==> src/rtl/ras_ckpt.sv <==
// ras_ckpt: circular return address stack with per-branch checkpoint repair
module ras_ckpt #(
  parameter int WIDTH     = 32,
  parameter int DEPTH_LOG = 3,
  parameter int CKPT_LOG  = 2
) (
  input  logic                 clk,
  input  logic                 rst,
  input  logic                 push,
  input  logic                 pop,
  input  logic [WIDTH-1:0]     addr_in,
  input  logic                 ckpt_save,
  input  logic [CKPT_LOG-1:0]  ckpt_save_id,
  input  logic                 ckpt_restore,
  input  logic [CKPT_LOG-1:0]  ckpt_restore_id,
  output logic [WIDTH-1:0]     top,
  output logic                 empty,
  output logic                 full,
  output logic                 overflow,
  output logic                 underflow
);
  localparam int DEPTH = 1 << DEPTH_LOG;
  localparam int NCKPT = 1 << CKPT_LOG;
  logic [WIDTH-1:0]     mem    [DEPTH];
  logic [DEPTH_LOG-1:0] ck_tos [NCKPT];
  logic [DEPTH_LOG:0]   ck_cnt [NCKPT];
  logic [WIDTH-1:0]     ck_top [NCKPT];
  logic [DEPTH_LOG-1:0] tos, nx_tos, wr_idx;
  logic [DEPTH_LOG:0]   count, nx_cnt;
  logic [WIDTH-1:0]     wr_data, nx_top;
  logic                 wr_en, nx_ovf, nx_unf;
  assign empty = count == '0;
  assign full  = count == (DEPTH_LOG+1)'(DEPTH);
  assign top   = empty ? '0 : mem[tos];
  always_comb begin
    nx_tos  = tos;
    nx_cnt  = count;
    wr_en   = 1'b0;
    wr_idx  = tos;
    wr_data = addr_in;
    nx_ovf  = 1'b0;
    nx_unf  = 1'b0;
    if (ckpt_restore) begin
      nx_tos  = ck_tos[ckpt_restore_id];
      nx_cnt  = ck_cnt[ckpt_restore_id];
      wr_en   = 1'b1;
      wr_idx  = ck_tos[ckpt_restore_id];
      wr_data = ck_top[ckpt_restore_id];
    end else if (push && (!pop || empty)) begin
      nx_tos  = tos + 1'b1;
      wr_en   = 1'b1;
      wr_idx  = tos + 1'b1;
      nx_cnt  = full ? count : count + 1'b1;
      nx_ovf  = full;
    end else if (push) begin
      wr_en   = 1'b1;
    end else if (pop) begin
      nx_unf  = empty;
      nx_tos  = empty ? tos : tos - 1'b1;
      nx_cnt  = empty ? count : count - 1'b1;
    end
  end
  // snapshot sees this cycle's write to the new top before it lands in mem
  assign nx_top = (wr_en && wr_idx == nx_tos) ? wr_data : mem[nx_tos];
  always_ff @(posedge clk) begin
    if (rst) begin
      tos       <= '0;
      count     <= '0;
      overflow  <= 1'b0;
      underflow <= 1'b0;
      for (int i = 0; i < DEPTH; i++) mem[i] <= '0;
      for (int i = 0; i < NCKPT; i++) begin
        ck_tos[i] <= '0;
        ck_cnt[i] <= '0;
        ck_top[i] <= '0;
      end
    end else begin
      tos       <= nx_tos;
      count     <= nx_cnt;
      overflow  <= nx_ovf;
      underflow <= nx_unf;
      if (wr_en) mem[wr_idx] <= wr_data;
      if (ckpt_save) begin
        ck_tos[ckpt_save_id] <= nx_tos;
        ck_cnt[ckpt_save_id] <= nx_cnt;
        ck_top[ckpt_save_id] <= nx_top;
      end
    end
  end
endmodule

==> config.mk <==
export PLATFORM = sky130hd
export DESIGN_NAME = ras_ckpt
export DESIGN_NICKNAME = d
export VERILOG_FILES = /design/src/rtl/ras_ckpt.sv
export SDC_FILE = /design/constraint.sdc
export NUM_CORES = 1
export LEC_CHECK = 0
export ABC_AREA = 1
export BUFFER_PORTS_ARGS = -buffer_cell sky130_fd_sc_hd__buf_4
export CELL_PAD_IN_SITES_DETAIL_PLACEMENT = 1
export CELL_PAD_IN_SITES_GLOBAL_PLACEMENT = 1
export CORE_UTILIZATION = 52
export DETAILED_ROUTE_END_ITERATION = 10
export PLACE_DENSITY_LB_ADDON = 0.1
export SKIP_CTS_REPAIR_TIMING = 1
export SLEW_MARGIN = 20
export SYNTH_ARGS = -nofsm -noshare
export SYNTH_HDL_FRONTEND = slang
export SYNTH_SLANG_ARGS = --single-unit
==> constraint.sdc <==
create_clock -name clk -period 5.5 [get_ports clk]
set_input_delay 1.1 -clock clk [delete_from_list [all_inputs] [get_ports clk]]
set_output_delay 1.1 -clock clk [all_outputs]
set_load 0.01 [all_outputs]
### Word-level counts from Yosys, hierarchy flattened

Memory sizes are Yosys's and may differ from the RTL's. A register that Yosys moved wholly into a read port is not among the register bits.
Cells that the tools add are included.

* add/subtract/negate cells: 4
* $mul: 0
* divide/modulo/power cells: 0
* $lt $le $gt $ge: 0
* equality and inequality tests: 2
* shifts and indexed selects: 0
* mux-type cells: 40
* bitwise operators: 2
* reduce and logical (&&, ||, !) cells: 11

Operators with widths (count)
* 32-bit 2-to-1 mux: 5
* 32-bit OR reduction: 2
* 3-bit 2-to-1 mux: 10
* 4-bit 2-to-1 mux: 7
* 1-bit 2-to-1 mux: 15
* 2-bit 2-to-1 mux: 3
* 3-bit OR reduction: 2
* 5-bit OR reduction: 1
* 4-bit by 1-bit adder with 4-bit output (second input constant): 1
* 4-bit equality test (second input constant): 1
* 4-bit zero test: 1
* 4-bit OR reduction: 1
* 4-bit by 1-bit subtractor with 4-bit output (second input constant): 1
* 3-bit by 1-bit adder with 3-bit output (second input constant): 1
* 3-bit equality test: 1
* 3-bit by 1-bit subtractor with 3-bit output (second input constant): 1
* 1-bit logical AND: 2
* 1-bit NOT: 2
* 1-bit zero test: 1
* 1-bit logical OR: 1

* register bits after elaboration: 9
* bits in latches: 0
* RAM bits: 412
* memory bits (read-only): 0
* bits of input ports: 42
* output and inout bits: 36
* logic and storage cells: 67
* memories kept: 4

Memory list
* mem: words 8, bits a word 32, read ports 2, clocked after memory_dff 1, write ports 8, line 24 `logic [WIDTH-1:0] mem [DEPTH];`
* ck_top: words 4, bits a word 32, read ports 1, clocked after memory_dff 0, write ports 4, line 27 `logic [WIDTH-1:0] ck_top [NCKPT];`
* ck_cnt: words 4, bits a word 4, read ports 1, clocked after memory_dff 0, write ports 4, line 26 `logic [DEPTH_LOG:0] ck_cnt [NCKPT];`
* ck_tos: words 4, bits a word 3, read ports 1, clocked after memory_dff 0, write ports 4, line 25 `logic [DEPTH_LOG-1:0] ck_tos [NCKPT];`

### Logic depth before layout (Yosys ltp)

* depth in word-level cells: 10
* gate-level depth with buffers: 17
* mapped depth without buffers: 15

### Worst setup path before layout

OpenSTA, ideal clock, no wires.

* path type: register -> register
* start: register tos[0]
* end: memory mem[4][0], enable pin
* setup time: 0.389 ns
* arrival: 3.163 ns
* data required time: 5.111 ns
* path slack: 1.948 ns
* cell stages (with the launch flop): 13
* buffers on the path: 4
* cell sequence: dfxtp_1 > inv_1 > clkbuf_1 > clkbuf_1 > clkbuf_1 > ha_1 > inv_1 > nand3_1 > and2_1 > o21ai_1 > nand4_1 > clkbuf_1 > nand2_1

RTL lines
* start: declaration: line 28 `logic [DEPTH_LOG-1:0] tos, nx_tos, wr_idx;`
* start signal: assignment: line 78 `tos <= nx_tos;`
* end: declaration: line 24

==> run_results.csv <==
group,metric,value,unit
clocking,cts_tree,"built",
synthesis,yosysMostFrequentCell,"nor2_1",
global_route,grt_max_degree,86,
die,rows,74,
synthesis,synth_nets,2503,
die,fp.dieH,205.5,microns
global_route,grt_pass1_vias,20050,
synthesis,synth_area,0.02153,sq mm
synthesis,synth_edf_count,412,
worst_setup_path,worstSetupPathType,"reg -> out",
synthesis,yosys_warnings,0,
detailed_routing,drt_wl_total,80480,microns
timing,slew_headroom,29.82,%
timing,finalHoldViolCount,0,
final_layout,area_growth,11.22,%
synthesis,ys_top_cells_by_area,"edfxtp_1, nor2_1, nand3_1, o21ai_0, nand2_1",
detailed_routing,drt_iter0_markers,1931,
detailed_routing,antenna_left,0,
final_layout,seq_area,0.01256,sq mm
power_and_ir_drop,powerDensity,355.3,mW/mm^2
synthesis,synth_common_cells,"nor2_1, edfxtp_1, nand3_1, nand2_1, o21ai_0",
clocking,cts.sinks,421,
synthesis,synth_top_cell_by_area,"edfxtp_1",
die,start_util,52.74,%
global_route,grt_usage,38.73,%
worst_setup_path,required,4400,ps
final_layout,stdcell_count,3014,
clocking,clk_path_buf_depth,3,
timing,setup_viol,0,
placed_design,gp_congestion,0.8588,
worst_setup_path,crit_chain,"clkinv_2 > buf_4 > o21ai_0 > o22ai_1 > o21ai_0 > a31oi_1 > buf_4",
detailed_routing,wl_per_cell,26.70,microns
power_and_ir_drop,vdd_drop_max,0.2235,mV
detailed_routing,vias,19640,
final_layout,utilization,58.66,%
timing,max_freq,222.1,MHz
die,dieWidth,205.5,microns
worst_setup_path,critPathBufInv,3,
placed_design,place_hpwl,46320,microns
timing,skew,11.34,ps
final_layout,multi_input_area,0.007794,sq mm
global_route,grt_pass1_wl,120700,microns
clocking,htreeDepth,2,
timing,setup_ws,996.6,ps
outcome,status,"completed",
die,die-area,0.04223,sq mm
worst_setup_path,slowest_stage,"dfxtp_4",
worst_setup_path,worstPathMaxFanout,44,
timing,finalCritPeriodShare,81.88,%
timing,grt_setup_unrepaired,"no",
worst_setup_path,cp.arrival,3400,ps
clocking,clkTransAtPathRegs,60,ps
synthesis,async_reset_ff_share,0,%
final_layout,final_net_count,2493,
worst_setup_path,start_kind,"register",
placed_design,io_buffers,77,
synthesis,synth_top_cell_area_share,57.45,%
synthesis,seq_area_frac_synth,58.29,%
placed_design,dp_slack,1346,ps
placed_design,dp_cells,2931,
clocking,clk_latency,590,ps
clocking,numCtsBuffers,46,
final_layout,n_fill_cell,4667,
worst_setup_path,critical-path-top-delay-family,"buffers and inverters",
worst_setup_path,cpPeakStageDelay,720,ps
synthesis,ys.flop_type,"edfxtp_1",
die,ios,78,
synthesis,synth-seq-cells,421,
synthesis,avgSynthCellArea,8.765,sq um
clocking,clock-root-buffer,"clkbuf_16",
global_route,overflow,0,
detailed_routing,dr.pass1.iters,5,
die,core-area,0.04083,sq mm
detailed_routing,drc,0,
global_route,antenna_found_initial,0,
final_layout,drive_gt1_share,9.871,%
synthesis,postSynthCellCount,2457,
final_layout,num_antenna_cells,0,
min_path,hold_path.class,"reg -> reg",
timing,timing.final.max_slew_violations,0,
timing,period_needed,4503,ps
detailed_routing,vias_per_cell,6.515,
timing,worstMarginPinSlew,1053,ps
synthesis,synth_cell_types,35,
worst_setup_path,end_kind,"output port",
job,drv_cap,0,
power_and_ir_drop,cellLeakagePower,0.009290,uW
timing,tns,0,ps
layer usage:
metal	up-vias	GRT usage [%]	part of all wire [%]
met5	-	0	0
met4	0	16.22	3.9
met3	233	6.256	11
met2	1197	63.04	47
met1	9787	51.46	38
li1	8418	-	-
layout by cell type, fill, tap and decap left out, drive strengths merged, types with 9 or more instances in the layout:
cell type and instances:
buf 139, inv 81, nand3 371, o21ai 243
dfxtp 9, nor2 656, clkinv 32, a21oi 37
nand2 312, a31oi 32, o22ai 67, clkbuf 61
edfxtp 412
cells by family after synthesis:
kind of cell,share of synthesized area (%)
buf+inv,5.717
mux,0.09297
xor+xnor,0.2034
compound gates,9.529
simple gates,25.94
flops,58.29
fa+ha+maj,0.2324
per-stage QoR:
stage	total power, uW	hold slack [ps]	instance area [sq um]
finish	8510	688.1	23950
global route	8732	750.6	23950
CTS	8471	678.5	23950
detailed placement	5522	659.4	22530
global placement	5455	660.5	22530
floorplan	4850	610.4	21530
worst min-delay path: cells and delay by family, from the launching register on:
family	cells	cell delay, ps
buffers and inverters	2	170
DFF	1	350
and+or+nand+nor	2	120
power breakdown:
group	internal [uW]	switching (uW)	leakage [uW]	total (uW)
combinational	465	1220	0.00424	1680
sequential	3730	104	0.00436	3840
clock	1710	1290	0.000686	2990
total	5910	2600	0.00929	8510
cell type report:
class	instances	area share (%)
Timing Repair Buffer	139	4.827
Multi-Input combinational cell	1744	32.54
Inverter	95	1.494
Clock buffer	61	5.308
Sequential cell	421	52.43
Clock inverter	22	0.6217
Tap cell	532	2.779
state kept, by name (all words and copies together) (netlist names):
name	cells
underflow	1
tos	3
ck_tos	12
count	4
mem	256
overflow	1
ck_top	128
ck_cnt	16
worst paths after layout:
check | from | to | slack (ps) | depth (start not counted)
worst min register to register | count[3]$_SDFF_PP0_ | overflow$_SDFF_PP0_ | 690 | 4
worst min-delay path | count[3]$_SDFF_PP0_ | overflow$_SDFF_PP0_ | 690 | 4
worst max register to register | tos[0]$_SDFF_PP0_ | ck_top[1][0]$_SDFFCE_PN0P_ | 1230 | 14
worst max-delay path | tos[0]$_SDFF_PP0_ | top[19] | 1000 | 7
Power figures use the tool's default switching activity.
